**config.mk**
```make
export PLATFORM = sky130hd
export DESIGN_NAME = mtl_frame_writer
export DESIGN_NICKNAME = d
export VERILOG_FILES = /design/src/rtl/mtl_frame_writer.sv
export SDC_FILE = /design/constraint.sdc
export NUM_CORES = 1
export LEC_CHECK = 0
export ABC_CLOCK_PERIOD_IN_PS = 4040
export BUFFER_PORTS_ARGS = -buffer_cell sky130_fd_sc_hd__buf_2
export CAP_MARGIN = 20
export CELL_PAD_IN_SITES_DETAIL_PLACEMENT = 1
export CELL_PAD_IN_SITES_GLOBAL_PLACEMENT = 2
export CORE_MARGIN = 4
export CORE_UTILIZATION = 41
export CTS_CLUSTER_SIZE = 24
export DETAILED_ROUTE_END_ITERATION = 6
export PLACE_DENSITY = 0.68
export SLEW_MARGIN = 20
export SYNTH_ARGS = -nofsm -noshare
export SYNTH_HDL_FRONTEND = slang
export SYNTH_SLANG_ARGS = --single-unit
export TNS_END_PERCENT = 10
```
**constraint.sdc**
```tcl
create_clock -name iCLK -period 4.04 [get_ports iCLK]
set_input_delay 0.808 -clock iCLK [delete_from_list [all_inputs] [get_ports iCLK]]
set_output_delay 0.808 -clock iCLK [all_outputs]
set_load 0.03 [all_outputs]
```
**src/rtl/mtl_frame_writer.sv**
```systemverilog
// Frame-buffer producer: packs an RGB raster stream into 0x00RRGGBB words,
// writes them to the back buffer and swaps the display buffer on the next LCD frame.
module mtl_frame_writer #(
  parameter int          H_ACTIVE   = 800,
  parameter int          V_ACTIVE   = 480,
  parameter int          FIFO_DEPTH = 16,
  parameter logic [19:0] BUF1_BASE  = 20'h80000
) (
  input  logic        iCLK,
  input  logic        iRST_n,
  input  logic        iSTART,
  input  logic        iPIX_VALID,
  input  logic [7:0]  iPIX_R,
  input  logic [7:0]  iPIX_G,
  input  logic [7:0]  iPIX_B,
  output logic        oPIX_READY,
  output logic        oWR_REQ,
  output logic [19:0] oWR_ADDR,
  output logic [31:0] oWR_DATA,
  input  logic        iWR_ACK,
  input  logic        iNEW_FRAME,
  output logic        oDISP_SEL,
  output logic        oBUSY,
  output logic        oFRAME_DONE
);

  localparam longint TOTAL = longint'(H_ACTIVE) * longint'(V_ACTIVE);
  // Counters must be able to hold TOTAL itself, hence >= rather than >.
  localparam int CW = (TOTAL >= 64'd1048576) ? $clog2(TOTAL + 1) : 20;
  localparam int AW = $clog2(FIFO_DEPTH);
  localparam logic [CW-1:0] TOTAL_C = CW'(TOTAL);
  localparam logic [AW:0]   DEPTH_C = (AW+1)'(FIFO_DEPTH);

  typedef enum logic [1:0] {IDLE, WRITE, FLUSH, SWAP} state_t;

  state_t          state_q;
  logic [CW-1:0]   acnt_q, wcnt_q, wcnt_d;
  logic            back_q, disp_q, done_q;
  logic [AW:0]     cnt_q, cnt_d;
  logic [AW-1:0]   wp_q, rp_q;
  logic [23:0]     mem_q [FIFO_DEPTH];
  logic            full, empty, push, pop;

  assign full  = (cnt_q == DEPTH_C);
  assign empty = (cnt_q == '0);

  assign oPIX_READY = (state_q == WRITE) && !full && (acnt_q < TOTAL_C);
  assign push       = iPIX_VALID && oPIX_READY;
  assign oWR_REQ    = !empty;
  assign pop        = oWR_REQ && iWR_ACK;

  assign oWR_DATA    = empty ? 32'h0 : {8'h00, mem_q[rp_q]};
  assign oWR_ADDR    = (back_q ? BUF1_BASE : 20'h0) + wcnt_q[19:0];
  assign oBUSY       = (state_q != IDLE);
  assign oDISP_SEL   = disp_q;
  assign oFRAME_DONE = done_q;

  always_comb begin
    wcnt_d = wcnt_q + CW'(pop);
    cnt_d  = cnt_q;
    if (push && !pop)      cnt_d = cnt_q + (AW+1)'(1);
    else if (pop && !push) cnt_d = cnt_q - (AW+1)'(1);
  end

  always_ff @(posedge iCLK or negedge iRST_n) begin
    if (!iRST_n) begin
      state_q <= IDLE;
      acnt_q  <= '0;
      wcnt_q  <= '0;
      back_q  <= 1'b0;
      disp_q  <= 1'b0;
      done_q  <= 1'b0;
    end else begin
      done_q <= 1'b0;
      wcnt_q <= wcnt_d;
      if (push) acnt_q <= acnt_q + CW'(1);
      case (state_q)
        IDLE: if (iSTART) begin
          state_q <= WRITE;
          acnt_q  <= '0;
          wcnt_q  <= '0;
          back_q  <= ~disp_q;
        end
        WRITE: if (push && (acnt_q == TOTAL_C - CW'(1))) state_q <= FLUSH;
        FLUSH: if (wcnt_d == TOTAL_C) state_q <= SWAP;
        // Only a new-frame pulse sampled while already in SWAP triggers the swap.
        SWAP: if (iNEW_FRAME) begin
          disp_q  <= back_q;
          done_q  <= 1'b1;
          state_q <= IDLE;
        end
        default: state_q <= IDLE;
      endcase
    end
  end

  always_ff @(posedge iCLK or negedge iRST_n) begin
    if (!iRST_n) begin
      cnt_q <= '0;
      wp_q  <= '0;
      rp_q  <= '0;
    end else begin
      cnt_q <= cnt_d;
      if (push) wp_q <= wp_q + AW'(1);
      if (pop)  rp_q <= rp_q + AW'(1);
    end
  end

  // Storage carries no reset; oWR_DATA is masked while the FIFO is empty.
  always_ff @(posedge iCLK) begin
    if (push) mem_q[wp_q] <= {iPIX_R, iPIX_G, iPIX_B};
  end

endmodule
```
* Word-level counts from Yosys, hierarchy flattened
Memory sizes are Yosys's and may differ from the RTL's.
Index checks and enable logic that the tools add are counted.
** Operators by class
- Add/sub/neg operators :: 7
- $lt $le $gt $ge :: 1
- Equality and inequality tests :: 10
- Multiplexer cells :: 18
- Bitwise gates (word level) :: 1
- Reductions and logical operators :: 18
** Operators by type and width (number)
- 20-bit two-way mux :: 6
- 20-bit by 19-bit == test with 1-bit output, second input constant :: 2
- 24-bit two-way mux :: 1
- 20-bit by 1-bit adder with 20-bit output :: 1
- 20-bit by 1-bit adder with 20-bit output, second input constant :: 1
- 20-bit adder :: 1
- 20-bit by 19-bit < comparator with 1-bit output, second input constant :: 1
- 5-bit two-way mux :: 2
- 4-bit by 1-bit adder with 4-bit output, second input constant :: 2
- 2-bit two-way mux :: 4
- 2-bit case mux with 4 select lines :: 1
- 1-bit logical AND :: 7
- 2-bit inequality test, second input constant :: 3
- 5-bit by 1-bit adder with 5-bit output, second input constant :: 1
- 5-bit == test, second input constant :: 1
- 5-bit logical NOT :: 1
- 5-bit by 1-bit subtractor with 5-bit output, second input constant :: 1
- 2-bit == test, second input constant :: 2
- 1-bit logical NOT :: 4
- 1-bit two-way mux :: 4
- 2-bit AND reduction :: 2
- 4-bit AND reduction :: 1
- 2-bit nonzero test :: 2
- 2-bit by 1-bit == test with 1-bit output, second input constant :: 1
- 3 further kinds :: 3
** Word-level totals
- Flip-flop bits (word level) :: 58
- RAM bits :: 384
- Bits of input ports :: 30
- Output and inout port bits :: 57
- Logic and storage cells :: 65
- Memories kept :: 1
** Memories
- mem_q :: depth 16, width 24, read ports 1, clocked after memory_dff 0, write ports 1, line 41 : logic [23:0] mem_q [FIFO_DEPTH];

* Depth between registers and ports, before layout
Gate-level depths: netlist of the first run.
- Word-level depth :: 9
- Mapped depth :: 15
- Mapped depth without buffers :: 14

* Least setup slack after synthesis of the first run
No wires, ideal clock.
- Path type :: register -> output
- Start :: register rp_q[0]
- End :: output port oWR_DATA[10]
- Arrival :: 2.358 ns
- Data required time :: 3.232 ns
- Path slack :: 0.874 ns
- Stages on the path, launching flop included :: 7
- Path buffers :: 3
- Path through :: dfrtp_1 > clkbuf_1 > buf_2 > buf_2 > mux4_2 > mux4_2 > nor2b_1
** Between the ends
- Word-level cells in the longest chain between the ends :: 2
** RTL lines
- from (decl) :: line 40 : logic [AW-1:0] wp_q, rp_q;
- from (signal assigned) :: line 105 : if (pop) rp_q <= rp_q + AW'(1);
- memory 16 x 24 bit
- 24-bit two-way mux :: line 52 : assign oWR_DATA = empty ? 32'h0 : {8'h00, mem_q[rp_q]};
- to (decl) :: line 19 : output logic [31:0] oWR_DATA,
Every way passes these cells.

* Worst setup path in the final report of the first run
- Start :: register rp_q[0]
- End :: output port oWR_DATA[5]
The elaborated chain is that of the path after synthesis.

==> impl_metrics.py, run 1 <==
metrics = {
    "drt": {
        "drtIter0Drc": 727,
        "first_pass_iters": 4,
        "drc_errors": 0,
        "ant_nets": 0,
        "dr_total_vias": 8981,
        "viasPerCell": 5.317,
        "drt_wl_total_um": 40730,
        "wl_per_cell_um": 24.11,
    },
    "sta": {
        "rsz0062_at_grt": "no",
        "fmax_ghz": 0.2627,
        "tns_ns": 0,
        "slew_violations": 0,
        "period_minus_slack_ns": 3.806,
        "hold_viol": 0,
        "tightest_slew_ns": 0.7041,
        "period_share_pct": 94.21,
        "finalClockSkew_ns": 0.02118,
        "setup_viol": 0,
        "slew_headroom_pct": 53.06,
    },
    "worst_setup_path": {
        "start_kind": "register",
        "endpoint_kind": "primary output",
        "crit_type": "register to primary output",
        "max_stage_delay_ns": 0.62,
        "critPathMaxFanout": 15,
        "crit_required_ns": 3.23,
        "cp_cell_sequence": "buf_4 > mux4_2 > mux4_2 > nor2b_1 > buf_2",
        "crit_top_cell": "mux4_2",
        "slowest_stage": "dfrtp_4",
        "cp.arrival_ns": 3.00,
    },
    "die": {
        "num_rows": 76,
        "dieArea_mm2": 0.04773,
        "ios": 87,
        "core_area_mm2": 0.04346,
        "die_h_um": 218.5,
        "die_x_um": 218.5,
        "initial_core_util_pct": 41.79,
    },
    "clock_network": {
        "cts_setup_buffers": 0,
        "cts_tree": "yes",
        "clock_sinks": 442,
        "clock_path_buffers": 3,
        "cts_resized": 0,
        "clk_pin_slew_ns": 0.06,
        "ctsHoldBuffers": 0,
        "htreeDepth": 2,
        "numCtsBuffers": 48,
        "clkLatencyLatePin_ns": 0.59,
        "root_buffer": "clkbuf_16",
    },
    "power": {
        "finalPower_uw": 13950,
        "irDropWorstVdd_mv": 0.4311,
        "p_leak_uw": 0.007187,
        "powerDensity_mw_per_mm2": 664.8,
    },
    "place": {
        "port_buffers": 78,
        "gp_congestion": 0.7425,
        "dpl.hpwl_um": 24300,
    },
    "finish": {
        "nFillCells": 4061,
        "areaGrowthSynthToFinish_pct": 15.55,
        "ff_latch_area_mm2": 0.01299,
        "multi_input_comb_area_mm2": 0.004765,
        "drive_above_1_share_pct": 30.16,
        "antenna_cells": 0,
        "nets": 1113,
    },
    "synthesis": {
        "synthCells": 962,
        "syn-mean-instance-area_um2": 18.88,
        "yosysMostFrequentCell": "edfxtp_1",
        "synth_area_mm2": 0.01816,
        "ys_seq_area_share_pct": 71.48,
        "ys.flop_type": "edfxtp_1",
        "async_flop_share_pct": 13.12,
        "yosysTopAreaCell": "edfxtp_1",
        "yosys_warnings": 0,
        "synthTopCellsByCount": "edfxtp_1, mux4_2, dfrtp_1, nor2_1, nand2_1",
        "synth_edf_count": 384,
        "ys_ff_latch": 442,
        "synth.distinct_cells": 53,
        "yosys-top-cells-area": "edfxtp_1, mux4_2, dfrtp_1",
        "synth_top_area_share_pct": 63.49,
    },
    "job": {
        "maxCapViolCount": 0,
    },
    "grt": {
        "grt_pass1_wl_um": 62400,
        "globalRouteTotalUtil_pct": 17.58,
        "antenna_found_initial": 2,
        "grt_pass1_vias": 9788,
        "grt_max_degree": 40,
        "grt-ovfl-total": 0,
    },
    "run_status": {
        "outcome": "finished, final reports clean",
    },
    "hold_path": {
        "hp-class": "input pin to asynchronous set/reset pin",
    },
}
cell families after synthesis:
kind of cell / count (synthesis) / synth area share (%)
compound gates: 39 / 1.398
xor+xnor: 44 / 2.122
fa+ha+maj: 18 / 1.281
buf+inv: 89 / 2.522
flops: 442 / 71.48
mux: 123 / 15.11
other cells: 1 / 0.02065
simple gates: 206 / 6.063
where the power goes:
part	internal [uW]	switching, uW
registers	5180	267
clock network	2610	1810
logic	1920	2170
total	9710	4240
layer usage:
layer / global-route usage [%] / vias to the layer above / wire [um]
met5: 0 / - / 27
met4: 3.729 / 4 / 689
met3: 3.824 / 53 / 2099
met2: 28.76 / 190 / 20180
met1: 24.60 / 4754 / 17740
li1: - / 3980 / -
sequential cells by signal (all words and copies together) (netlist names):
name and flops:
oFRAME_DONE 1, cnt_q 5, state_q 2, acnt_q 20, mem_q 384, back_q 1, rp_q 4, oDISP_SEL 1
wcnt_q 20, wp_q 4
path summary, 6_finish.rpt:
path                                        from                     end  slack [ns]  cells past startpoint
min in group iCLK          oDISP_SEL$_DFFE_PN0P_      back_q$_DFFE_PN0P_        0.48                      1
hold / removal                            iRST_n     acnt_q[9]$_DFF_PN0_        0.21                      1
setup / recovery             rp_q[0]$_DFFE_PN0N_             oWR_DATA[5]        0.23                      5
max in group asynchronous                 iRST_n      back_q$_DFFE_PN0P_        3.15                      2
hold reg to reg            oDISP_SEL$_DFFE_PN0P_      back_q$_DFFE_PN0P_        0.48                      1
setup reg to reg            cnt_q[0]$_DFFE_PN0P_  state_q[1]$_DFFE_PN0P_        0.90                     11
per-stage QoR:
step	setup WS, ns	area [um2]	utilization, %	instances	hold WS [ns]
floorplan	0.8737	18190	-	969	0.4688
global placement	0.7114	19370	44.58	1600	0.4420
detailed placement	0.6163	19370	44.58	1600	0.4583
CTS	0.1465	20980	48.28	1689	0.4020
global route	0.09889	20990	48.29	1689	0.2407
finish	0.2337	20990	48.29	1689	0.2141
layout by cell type, fill, tap and decap left out, types with 27 or more instances in the layout:
cell type,count
dfrtp_1,55
mux4_2,120
nand2_1,36
clkbuf_16,49
edfxtp_1,384
xor2_1,28
buf_4,32
buf_2,77
nor2b_1,27
nor2_1,49
layout make-up:
cell class	count	area share, %
flip-flops and latches	442	61.91
multi-input cells	438	22.70
clock buffers	53	5.915
repair buffers	119	3.935
well taps	585	3.488
clock inverters	36	1.765
inverters	16	0.2862
critical path, delay by kind of cell, from the launching register on:
kind,cells,cell delay (ns)
buffers and inverters,2,0.57
flip-flops,1,0.62
multiplexers,2,1.07
AND/OR/NAND/NOR,1,0.14
(Power assumes the default switching activity.)
==> run 2: changes to the inputs <==
--- a/config.mk
+++ b/config.mk
@@ -14,7 +14,7 @@
 export CORE_UTILIZATION = 41
 export CTS_CLUSTER_SIZE = 24
 export DETAILED_ROUTE_END_ITERATION = 6
-export PLACE_DENSITY = 0.68
+export PLACE_DENSITY_LB_ADDON = 0.1
 export SLEW_MARGIN = 20
 export SYNTH_ARGS = -nofsm -noshare
 export SYNTH_HDL_FRONTEND = slang
==> run 2 against run 1 <==
  * Hold slack improved by 0.024 ns
  * Combinational power fell by 2%
  * Clock skew fell by 0.0099 ns
  * Global-route usage rose by 0.48 points
  * Largest cell class unchanged
  * Highest routed layer unchanged
==> impl_metrics.py, run 2 (synthesis gave the netlist of run 1 again) <==
metrics = {
    "clock_network": {
        "cts_tree": "yes",
        "clk_pin_slew_ns": 0.06,
        "ctsHoldBuffers": 0,
        "htreeDepth": 2,
        "clock_path_buffers": 3,
        "cts_setup_buffers": 0,
        "root_buffer": "clkbuf_16",
        "clkLatencyLatePin_ns": 0.57,
        "cts_resized": 0,
        "numCtsBuffers": 49,
        "clock_sinks": 442,
    },
    "sta": {
        "hold_viol": 0,
        "slew_violations": 0,
        "fmax_ghz": 0.2610,
        "setup_viol": 0,
        "finalClockSkew_ns": 0.01125,
        "setup_slack_ns": 0.2082,
        "slew_headroom_pct": 44.43,
        "period_share_pct": 94.85,
        "period_minus_slack_ns": 3.832,
        "tightest_slew_ns": 0.8336,
        "rsz0062_at_grt": "no",
        "tns_ns": 0,
    },
    "worst_setup_path": {
        "endpoint_kind": "primary output",
        "cp.arrival_ns": 3.02,
        "crit_top_cell": "mux4_2",
        "crit_required_ns": 3.23,
        "start_kind": "register",
        "critPathMaxFanout": 29,
        "slowest_stage": "dfrtp_4",
        "max_stage_delay_ns": 0.70,
        "cp_cell_sequence": "buf_12 > mux4_2 > mux4_2 > nor2b_1 > buf_2",
        "crit_type": "register to primary output",
    },
    "drt": {
        "drtIter0Drc": 472,
        "drc_errors": 0,
        "wl_per_cell_um": 25.18,
        "dr_total_vias": 9046,
        "drt_wl_total_um": 42210,
        "ant_nets": 0,
        "viasPerCell": 5.397,
        "first_pass_iters": 5,
    },
    "job": {
        "maxCapViolCount": 0,
    },
    "grt": {
        "antenna_found_initial": 2,
        "grt_max_degree": 42,
        "globalRouteTotalUtil_pct": 18.05,
        "grt-ovfl-total": 0,
        "grt_pass1_wl_um": 63760,
        "grt_pass1_vias": 9730,
    },
    "finish": {
        "final_common_cell": "edfxtp_1",
        "nets": 1102,
        "areaGrowthSynthToFinish_pct": 15.24,
        "layoutNonFillerInstCount": 1676,
        "largest_register": "mem_q",
        "drive_above_1_share_pct": 29.17,
        "largest_reg_flops": 384,
        "layout_common_cells": "edfxtp_1, mux4_2, buf_2, dfrtp_1",
        "top_regs": "mem_q (384), acnt_q (20), wcnt_q (20)",
    },
    "die": {
        "dieArea_mm2": 0.04773,
        "die_x_um": 218.5,
        "ios": 87,
        "initial_core_util_pct": 41.79,
        "core_area_mm2": 0.04346,
        "num_rows": 76,
        "die_h_um": 218.5,
    },
    "power": {
        "irDropWorstVdd_mv": 0.3037,
        "powerDensity_mw_per_mm2": 660.2,
        "p_leak_uw": 0.007098,
    },
    "place": {
        "dp_slack_ns": 0.6135,
        "port_buffers": 78,
        "gp_congestion": 0.7370,
        "dp.cells": 1588,
        "dpl.hpwl_um": 24380,
    },
    "hold_path": {
        "hp-class": "input pin to asynchronous set/reset pin",
    },
    "run_status": {
        "outcome": "finished, final reports clean",
    },
}
-- run 2: cell types whose count changed in the layout (fill, tap and decap cells not counted) --
| cell | previous run | this run |
|---|---|---|
| buf_4 | 32 | 12 |
| clkbuf_1 | 4 | 15 |
| clkinv_2 | 12 | 3 |
| and2_1 | 12 | 4 |
| and2_2 | 8 | 16 |
| buf_12 | 10 | 18 |
| clkinv_1 | 12 | 10 |
| bufinv_16 | 6 | 5 |
| clkinv_16 | 1 | 0 |
| clkinv_8 | 1 | 0 |
| diode_2 | 0 | 1 |
| inv_6 | 2 | 3 |
-- run 2: routing by layer --
metal	track usage (%)	part of all wire, %
met1	24.20	43
met2	31.29	52
met3	3.337	4.3
met4	3.560	1.4
met5	0	0.019
-- run 2: path summary, 6_finish.rpt --
kind,start,endpoint,slack (ns),cells after the start
hold reg to reg,oDISP_SEL$_DFFE_PN0P_,back_q$_DFFE_PN0P_,0.47,1
setup / recovery,rp_q[0]$_DFFE_PN0N_,oWR_DATA[15],0.21,5
hold / removal,iRST_n,wcnt_q[11]$_DFF_PN0_,0.24,1
min in group iCLK,oDISP_SEL$_DFFE_PN0P_,back_q$_DFFE_PN0P_,0.47,1
setup reg to reg,cnt_q[1]$_DFFE_PN0P_,state_q[1]$_DFFE_PN0P_,0.72,12
max in group asynchronous,iRST_n,acnt_q[1]$_DFF_PN0_,3.11,2
-- run 2: layout make-up --
cell class                      instances  area (um2)
Timing Repair Buffer                  107       835.8
Clock buffer                           64        1282
Antenna cell                            1       2.502
Multi-Input combinational cell        438        4775
Clock inverter                         23       250.2
Tap cell                              585       732.0
Inverter                               16       60.06
Sequential cell                       442       12990
Fill cell                            4070       22530
-- run 2: metrics by stage --
step	utilization, %	hold slack (ns)	power [uW]	area, um2
global route	48.15	0.2522	14540	20930
global placement	44.62	0.4607	9692	19390
CTS	48.15	0.4161	14070	20920
finish	48.16	0.2383	13820	20930
floorplan	-	0.4688	8492	18190
detailed placement	44.62	0.4778	9722	19390
-- run 2: report_power, final --
group | internal [uW] | switching [uW] | total, uW | leakage (uW)
registers | 5180 | 338 | 5520 | 0.00422
clock network | 2550 | 1750 | 4300 | 0.000740
logic | 1890 | 2110 | 4000 | 0.00214
-- run 2: worst max-delay path, delay by kind of cell, from the launching register on --
kind	cells	cell delay [ns]
muxes	2	1.01
DFF	1	0.70
and+or+nand+nor	1	0.19
buffers and inverters	2	0.54
